[src/rtl/stream_packer.sv]
// stream_packer: packs RATIO narrow input beats into one wide output word.
// A beat with in_last_i closes the word early, leaving a partial word with a lane count.
module stream_packer #(
    parameter int IN_W  = 8,
    parameter int RATIO = 4
) (
    input  logic                         clk_i,
    input  logic                         rst_ni,
    input  logic [IN_W-1:0]              in_data_i,
    input  logic                         in_last_i,
    input  logic                         in_valid_i,
    output logic                         in_ready_o,
    output logic [IN_W*RATIO-1:0]        out_data_o,
    output logic [$clog2(RATIO+1)-1:0]   out_count_o,
    output logic                         out_last_o,
    output logic                         out_valid_o,
    input  logic                         out_ready_i
);
    localparam int OUT_W = IN_W * RATIO;
    localparam int CNT_W = $clog2(RATIO + 1);
    localparam int IDX_W = $clog2(RATIO);

    if (IN_W < 1 || RATIO < 2) begin : g_bad_params
        $error("stream_packer: IN_W must be >= 1 and RATIO >= 2");
    end

    logic [OUT_W-1:0] r_acc;
    logic [IDX_W-1:0] r_idx;
    logic [OUT_W-1:0] r_data;
    logic [CNT_W-1:0] r_count;
    logic             r_last;
    logic             r_valid;
    logic [OUT_W-1:0] w_merged;
    logic             w_accept;
    logic             w_done;

    assign in_ready_o  = !r_valid || out_ready_i;
    assign out_valid_o = r_valid;
    assign out_data_o  = r_data;
    assign out_count_o = r_count;
    assign out_last_o  = r_last;
    assign w_accept    = in_valid_i && in_ready_o;
    assign w_done      = w_accept && (in_last_i || r_idx == IDX_W'(RATIO - 1));

    // Lanes above the current index are forced to zero so partial words are clean.
    for (genvar k = 0; k < RATIO; k++) begin : g_lane
        localparam logic [IDX_W-1:0] K = IDX_W'(k);
        assign w_merged[k*IN_W +: IN_W] = (K == r_idx) ? in_data_i :
                                          (K <  r_idx) ? r_acc[k*IN_W +: IN_W] : '0;
    end

    always_ff @(posedge clk_i or negedge rst_ni) begin
        if (!rst_ni) begin
            r_acc   <= '0;
            r_idx   <= '0;
            r_data  <= '0;
            r_count <= '0;
            r_last  <= 1'b0;
            r_valid <= 1'b0;
        end else if (w_done) begin
            r_acc   <= '0;
            r_idx   <= '0;
            r_data  <= w_merged;
            r_count <= CNT_W'(r_idx) + CNT_W'(1);
            r_last  <= in_last_i;
            r_valid <= 1'b1;
        end else begin
            if (w_accept) begin
                r_acc <= w_merged;
                r_idx <= r_idx + IDX_W'(1);
            end
            if (out_ready_i) r_valid <= 1'b0;
        end
    end
endmodule

[config.mk]
export PLATFORM = sky130hd
export DESIGN_NAME = stream_packer
export DESIGN_NICKNAME = d
export VERILOG_FILES = /design/src/rtl/stream_packer.sv
export SDC_FILE = /design/constraint.sdc
export NUM_CORES = 1
export LEC_CHECK = 0
export CAP_MARGIN = 20
export CORE_ASPECT_RATIO = 2
export CORE_MARGIN = 5
export CORE_UTILIZATION = 45
export CTS_CLUSTER_DIAMETER = 50
export DETAILED_ROUTE_END_ITERATION = 10
export DONT_BUFFER_PORTS = 1
export PLACE_DENSITY = 0.66
export SLEW_MARGIN = 25
export SYNTH_ARGS = -nofsm -noshare
export SYNTH_HDL_FRONTEND = slang
export SYNTH_SLANG_ARGS = --single-unit
[constraint.sdc]
create_clock -name clk_i -period 2 [get_ports clk_i]
set_input_delay 0.6 -clock clk_i [delete_from_list [all_inputs] [get_ports clk_i]]
set_output_delay 0.6 -clock clk_i [all_outputs]
set_load 0.02 [all_outputs]
Yosys cells after proc, flatten, opt, wreduce, memory -nomap -nowiden
Cells that the tools add are included.
{"block": "totals", "reg_bits": 71, "inputBits": 13, "output_inout_bits": 38, "elab_cells": 38}
{"block": "classes", "addsub": 2, "order_cmp": 4, "eq_ne": 4, "n_mux": 14, "reduce_logical": 8}
{"operator": "$mux 32", "n": 2}
{"operator": "$mux 8", "n": 8}
{"operator": "$eq 2x2->1 const A", "n": 2}
{"operator": "$lt 1x2->1 const A", "n": 2}
{"operator": "$lt 2x2->1 const A", "n": 2}
{"operator": "$mux 2", "n": 2}
{"operator": "$reduce_bool 2->1", "n": 2}
{"operator": "$add 2x1->3 const B", "n": 1}
{"operator": "$add 2x1->2 const B", "n": 1}
{"operator": "$eq 1x2->1 const A", "n": 1}
{"operator": "$eq 2x2->1 const B", "n": 1}
{"operator": "$logic_and 1x1->1", "n": 2}
{"operator": "$logic_not 2->1", "n": 1}
{"operator": "$logic_or 1x1->1", "n": 2}
{"operator": "$mux 1", "n": 2}
{"operator": "$logic_not 1->1", "n": 1}

Logic depth before layout (Yosys ltp)
Gate-level depths: netlist of the first run.
{"block": "logic_depth", "word_depth": 5, "depth_mapped": 7, "mapped_depth_nobuf": 5}

Least setup slack after synthesis of the first run
Ideal clock, no wire load.
{"block": "synth_timing", "kind": "input-to-reg", "from": "in out_ready_i", "to": "reg r_count[0] (netlist: out_count_o[0])", "setup_time_ns": 0.125, "arrival_ns": 1.667, "required_ns": 1.875, "path_slack_ns": 0.208, "stages": 6, "n_path_buf": 3, "path_cell_list": "nor2b_4 buf_6 or3_1 buf_6 buf_12 mux2_4"}
{"block": "synth_between", "elab_chain_len": 3}
{"item": "start, declared", "line_no": "17", "rtl": "input logic out_ready_i"}
{"item": "$logic_or 1x1->1", "line_no": "37", "rtl": "assign in_ready_o = !r_valid || out_ready_i;"}
{"item": "$logic_and 1x1->1", "line_no": "42", "rtl": "assign w_accept = in_valid_i && in_ready_o;"}
{"item": "$logic_and 1x1->1", "line_no": "43", "rtl": "assign w_done = w_accept && (in_last_i || r_idx == IDX_W'(RATIO - 1));"}
{"item": "end signal, assigned", "line_no": "64", "rtl": "r_count <= CNT_W'(r_idx) + CNT_W'(1);"}
{"item": "end, declared", "line_no": "30", "rtl": "logic [CNT_W-1:0] r_count;"}
Every way passes these cells.
A chain may end at the register's enable or synchronous reset.

Final worst setup path of the first run
{"block": "layout_timing", "from": "reg r_valid (netlist: out_valid_o)", "to": "out in_ready_o"}
{"block": "layout_between", "elab_chain_len": 2}
{"item": "start, declared", "line_no": "32", "rtl": "logic r_valid;"}
{"item": "start signal, assigned", "line_no": "59", "rtl": "r_valid <= 1'b0;"}
{"item": "start signal, assigned", "line_no": "66", "rtl": "r_valid <= 1'b1;"}
{"item": "start signal, assigned", "line_no": "72", "rtl": "if (out_ready_i) r_valid <= 1'b0;"}
{"item": "$logic_not 1->1", "line_no": "37"}
{"item": "$logic_or 1x1->1", "line_no": "37"}
{"item": "end, declared", "line_no": "12", "rtl": "output logic in_ready_o,"}
Every way passes these cells.

==> reports/metrics.yaml, run 1 <==
routing:
  drtPass1Iterations: 4
  wl_per_cell_um: 20.0
  ant_nets: 0
  post-route-drc-count: 0
  num_vias: 1732
  drt_iter0_drc: 80
  vias_per_cell: 5.61
  routed_wl_um: 6190
finish:
  fin_util_pct: 52.6
  layout-drive-gt1-share_pct: 30.9
  area_delta_synth_final_pct: 15.2
  antennaDiodeCount: 0
  layout_common_cells: "dfrtp_1 (63), a22o_1 (38), mux2_4 (21), nand2_1 (21), mux2_2 (14)"
  final_common_cell: "dfrtp_1"
  final_cells: 309
  fin_nets: 235
  fin_area_mm2: 0.00326
  n_fill_cell: 540
placed_design:
  gp_congestion: 0.710
  dpl_cell_area_mm2: 0.00297
  io_buffers: 0
  dp_hpwl_um: 4160
  dp_cells: 293
status:
  outcome: "complete, but fails checks"
  violations: "hold timing"
setup_path:
  worstSetupStartpoint: "out_valid_o$_DFFE_PN0P_"
  cp-start-kind: "flip-flop"
  slowest_stage: "dfrtp_1"
  required_ns: 1.40
  worstSetupPathType: "reg2out"
  reg2reg_depth: 5
  r2r_end: "out_data_o[21]$_DFFE_PN0P_"
  worstSetupEndpoint: "in_ready_o"
  cp.arrival_ns: 1.29
  crit_path_cell_trace: "nor2b_4 > buf_4 > inv_1"
  endpoint_kind: "output pin"
  crit_path_max_fanout: 7
  r2r_start: "r_idx[1]$_DFFE_PN0P_"
  reg2reg_slack_ns: 0.13
  cp_slowest_stage_delay_ns: 0.39
timing:
  fmax_ghz: 0.529
  min_period_ns: 1.89
  min_period_over_period_pct: 94.5
  setup_viol: 0
  relSlewSlack_pct: 58.8
  rsz0062_at_grt: "no"
  slew_violations: 0
  whs_ns: -0.0322
  skew_ns: 0.00601
  tightest_slew_ns: 0.617
  hold_viol: 63
  tns_ns: 0
yosys:
  seq_area_frac_synth_pct: 55.7
  syn_area_mm2: 0.00283
  synth_nets: 223
  synthCells: 206
  ys_seq_elements: 63
  syn_area_per_cell_um2: 13.8
  yosysWarnings: 0
  synth.distinct_cells: 28
global_routing:
  grt_use_total_pct: 17.2
  grt_pass1_wl_um: 10000
  grt_pass1_vias: 1836
  overflow: 0
  grt_max_degree: 64
  antenna_found_initial: 0
floorplanning:
  die_h_um: 122
  io_pins: 51
  core-area_mm2: 0.00621
  die_w_um: 66.1
  initial_core_util_pct: 45.6
  die_area_mm2: 0.00808
  std_cell_rows: 41
clocking:
  clock_path_buffers: 2
  cts_buffers: 9
  clock-sinks: 63
  clock_latency_ns: 0.33
  cts.clk_slew.worst_paths_ns: 0.05
  cts_tree: "yes"
  htreeDepth: 3
  clock-root-buffer: "clkbuf_16"
min_path:
  hold_path.class: "in2async"
power:
  power_w: 0.00484
  ir_drop_v: 0.000942
  power.density_mw_per_mm2: 1480
  p_leak_nw: 1.60
flow_run:
  drv_cap: 0
==> state kept, by name (all words and copies together), names as in the netlist <==
| register | count |
|---|---|
| out_data_o | 32 |
| r_acc | 24 |
| out_count_o | 3 |
| r_idx | 2 |
| out_last_o | 1 |
| out_valid_o | 1 |
==> synthesized netlist by cell type (all sizes together) <==
cell type	instances	area [um^2]
buf	8	87.6
nand2	21	78.8
nor2	1	3.75
a211o	1	8.76
o41ai	1	8.76
o311ai	1	8.76
nor3	1	5.00
nand2b	1	6.26
a21o	1	7.51
nor2b	2	20.0
nor4b	3	45.0
nand3	1	5.00
dfrtp	63	1580
a22o	38	333
mux2i	1	10.0
clkbuf	5	18.8
inv	5	18.8
mux2	35	473
or3	1	6.26
and3	1	6.26
ha	4	50.1
o21ai	11	55.1
==> logic make-up (layout without fill, tap and decap cells) <==
group,after synthesis,in the layout,synth area share (%)
flip-flops,63,63,55.7
multiplexers,36,36,17.0
buffers and inverters,18,35,4.42
AO/OA/AOI/OAI,53,53,14.9
adder cells (fa/ha/maj),4,4,1.77
AND/OR/NAND/NOR,32,32,6.23
==> critical path: cells and delay by family (launching register included) <==
kind	cells	cell delay [ns]
buf+inv	2	0.44
flops	1	0.39
simple gates	1	0.13
==> layer usage <==
| layer | wire length, um | global-route usage [%] |
|---|---|---|
| met5 | 0 | 0 |
| met4 | 147 | 10.3 |
| met3 | 528 | 6.64 |
| met2 | 2970 | 25.7 |
| met1 | 2540 | 20.6 |
==> where the power goes <==
| part | switching (W) | internal, W |
|---|---|---|
| sequential | 0.000578 | 0.00164 |
| combinational | 0.000446 | 0.000673 |
| clock | 0.000513 | 0.000990 |
| total | 0.00154 | 0.00330 |
==> worst min-delay path by stage <==
stage | end | slack [ns] | depth (start not counted)
after floorplan | out_count_o[0]$_DFFE_PN0P_ | 0.30 | 0
after global placement | out_data_o[16]$_DFFE_PN0P_ | 0.31 | 0
after detailed placement | out_data_o[16]$_DFFE_PN0P_ | 0.31 | 0
after CTS | out_count_o[2]$_DFFE_PN0P_ | -0.04 | 0
after global routing | out_data_o[16]$_DFFE_PN0P_ | -0.05 | 0
final | out_data_o[29]$_DFFE_PN0P_ | -0.03 | 0
==> layout make-up <==
class | instances | area [um^2] | share of cell area (%)
inverters | 5 | 18.8 | 0.575
well taps | 86 | 108 | 3.30
clock inverters | 4 | 45.0 | 1.38
clock buffers | 12 | 246 | 7.55
multi-input cells | 125 | 1140 | 34.9
flip-flops and latches | 63 | 1580 | 48.3
repair buffers | 14 | 130 | 3.99
==> metrics by stage <==
stage / hold WS (ns) / setup WS (ns)
floorplan: 0.304 / 0.208
global placement: 0.306 / 0.0898
detailed placement: 0.306 / 0.0324
CTS: -0.0449 / 0.0356
global route: -0.0478 / 0.0452
finish: -0.0322 / 0.110
==> what timing repair did <==
item / in CTS / in global routing
buffers inserted: 0 / 0
endpoints found under the setup margin: 0 / 8
hold endpoints to repair: 63 / 63
resized for setup: 0 / 1
Power figures use the tool's default switching activity.
==> inputs of run 2 (changes only) <==
- RECOVER_POWER: not set -> 100
==> reports/metrics.yaml, run 2 (synthesis results as in run 1) <==
status:
  outcome: "complete, but fails checks"
  violations: "hold timing"
timing:
  skew_ns: 0.00623  # +0.000222 ns
  slew_violations: 0  # unchanged
  min_period_over_period_pct: 95.5  # +1.0 points
  whs_ns: -0.0316  # +0.000609 ns
  tightest_slew_ns: 0.625  # +0.00869 ns
  rsz0062_at_grt: "no"
  setup_viol: 0  # unchanged
  tns_ns: 0  # unchanged
  relSlewSlack_pct: 58.2  # -0.58 points
  fmax_ghz: 0.523  # -1.1%
  min_period_ns: 1.91  # +0.0202 ns
  hold_viol: 63  # unchanged
floorplanning:
  die_w_um: 66.1  # unchanged
  die_h_um: 122  # unchanged
  std_cell_rows: 41  # unchanged
  initial_core_util_pct: 45.6  # unchanged
  io_pins: 51  # unchanged
  die_area_mm2: 0.00808  # unchanged
  core-area_mm2: 0.00621  # unchanged
routing:
  post-route-drc-count: 0  # unchanged
  drt_iter0_drc: 54  # -33%
  routed_wl_um: 6080  # -1.7%
  vias_per_cell: 5.59  # -0.35%
  num_vias: 1726  # -0.35%
  ant_nets: 0  # unchanged
  wl_per_cell_um: 19.7  # -1.7%
  drtPass1Iterations: 4  # unchanged
power:
  seqPwrFrac_pct: 47.1  # +1.3 points
  switching_share_pct: 32.3  # +0.48 points
  p_sw_w: 0.00151  # -1.7%
  internal_power_w: 0.00317  # -3.8%
  p_leak_nw: 1.53  # -4.4%
  power_frac_comb_pct: 20.8  # -2.3 points
  power.density_mw_per_mm2: 1480  # -0.40%
  clock_power_share_pct: 32.1  # +1.0 points
  ir_drop_v: 0.000940  # -0.24%
setup_path:
  cp.arrival_ns: 1.31  # +0.02 ns
  worstSetupPathType: "reg2out"
  endpoint_kind: "output pin"
  r2r_end: "out_data_o[10]$_DFFE_PN0P_"
  worstSetupStartpoint: "out_valid_o$_DFFE_PN0P_"
  r2r_start: "r_idx[1]$_DFFE_PN0P_"
  worstSetupEndpoint: "in_ready_o"
  cp-start-kind: "flip-flop"
  required_ns: 1.40  # about the same
  crit_path_max_fanout: 7  # unchanged
  reg2reg_depth: 5  # unchanged
  reg2reg_slack_ns: 0.13  # about the same
min_path:
  hold_path.class: "in2async"
clocking:
  clock-sinks: 63  # unchanged
  cts_tree: "yes"
  clock_latency_ns: 0.32  # about the same
  clock_path_buffers: 2  # unchanged
  clock-root-buffer: "clkbuf_16"
  cts_buffers: 9  # unchanged
  htreeDepth: 3  # unchanged
  cts.clk_slew.worst_paths_ns: 0.05  # about the same
  post_cts_buffers: 0  # unchanged
global_routing:
  grt_pass1_vias: 1836  # unchanged
  grt_max_degree: 64  # unchanged
  antenna_found_initial: 0  # unchanged
  grt_pass1_wl_um: 10000  # unchanged
  grt_use_total_pct: 17.2  # unchanged
  overflow: 0  # unchanged
placed_design:
  gp_congestion: 0.710  # unchanged
  dpl_cell_area_mm2: 0.00297  # unchanged
  dp_hpwl_um: 4160  # unchanged
  io_buffers: 0  # unchanged
finish:
  antennaDiodeCount: 0  # unchanged
  layout-drive-gt1-share_pct: 20.6  # -10 points
  layout_common_cells: "dfrtp_1 (63), a22o_1 (38), nand2_1 (21)"
  fin_nets: 235  # unchanged
  fin_area_mm2: 0.00317  # -2.8%
  largest_reg_flops: 32  # unchanged
  final_common_cell: "dfrtp_1"
  area_delta_synth_final_pct: 12.1
flow_run:
  drv_cap: 0  # unchanged
-- run 2: cell types whose count changed in the layout (fill, tap and decap cells not counted), sizes merged --
cell	previous run	this run
clkbuf	12	14
buf	14	12
-- run 2: metal layers --
metal | global-route usage (%) | up-vias | part of all wire, %
met4 | 10.3 | 0 | 2.4
met3 | 6.64 | 11 | 8.5
met2 | 25.7 | 69 | 48
met1 | 20.6 | 867 | 41
li1 | - | 779 | -
met5 | 0 | - | 0
-- run 2: worst min-delay path by stage --
stage	start	to	slack, ns	cells after the start
after detailed placement	rst_ni	out_data_o[16]$_DFFE_PN0P_	0.31	0
final	rst_ni	out_data_o[28]$_DFFE_PN0P_	-0.03	0
after floorplan	rst_ni	out_count_o[0]$_DFFE_PN0P_	0.30	0
after CTS	rst_ni	out_count_o[2]$_DFFE_PN0P_	-0.04	0
after global placement	rst_ni	out_data_o[16]$_DFFE_PN0P_	0.31	0
after global routing	rst_ni	out_data_o[16]$_DFFE_PN0P_	-0.05	0
-- run 2: stage by stage --
step                      hold WS, ns  total power [W]  setup WS, ns  instances  util, %
after floorplan                 0.304          0.00303         0.208        206        -
after detailed placement        0.306          0.00335        0.0324        293     47.8
after global routing          -0.0478          0.00493        0.0348        309     51.1
after global placement          0.306          0.00330        0.0898        293     47.8
after CTS                     -0.0449          0.00488        0.0356        309     52.5
final                         -0.0316          0.00469        0.0898        309     51.1
-- run 2: what timing repair did --
action / CTS / global route
setup endpoints to repair: 0 / 8
hold endpoints to repair: 63 / 63
resized for setup: 0 / 1
-- run 2: final cells by class --
type,instances,area (um^2)
repair buffers,14,123
well taps,86,108
inverters,5,18.8
clock inverters,4,45.0
flip-flops and latches,63,1580
fillers,563,3030
multi-input cells,125,1060
clock buffers,12,246
-- run 2: power by group through the flow --
stage	clock (W)	sequential, W	combinational (W)
after global placement	0	0.00223	0.00108
after detailed placement	0	0.00223	0.00112
after CTS	0.00153	0.00222	0.00112
final	0.00150	0.00221	0.000974
after global routing	0.00159	0.00226	0.00108
after floorplan	0	0.00215	0.000884
-- run 2: worst max-delay path: stages (launching register included) --
cell and delay, ns:
dfrtp_1 0.38, nor2b_1 0.15, buf_4 0.17, inv_1 0.29
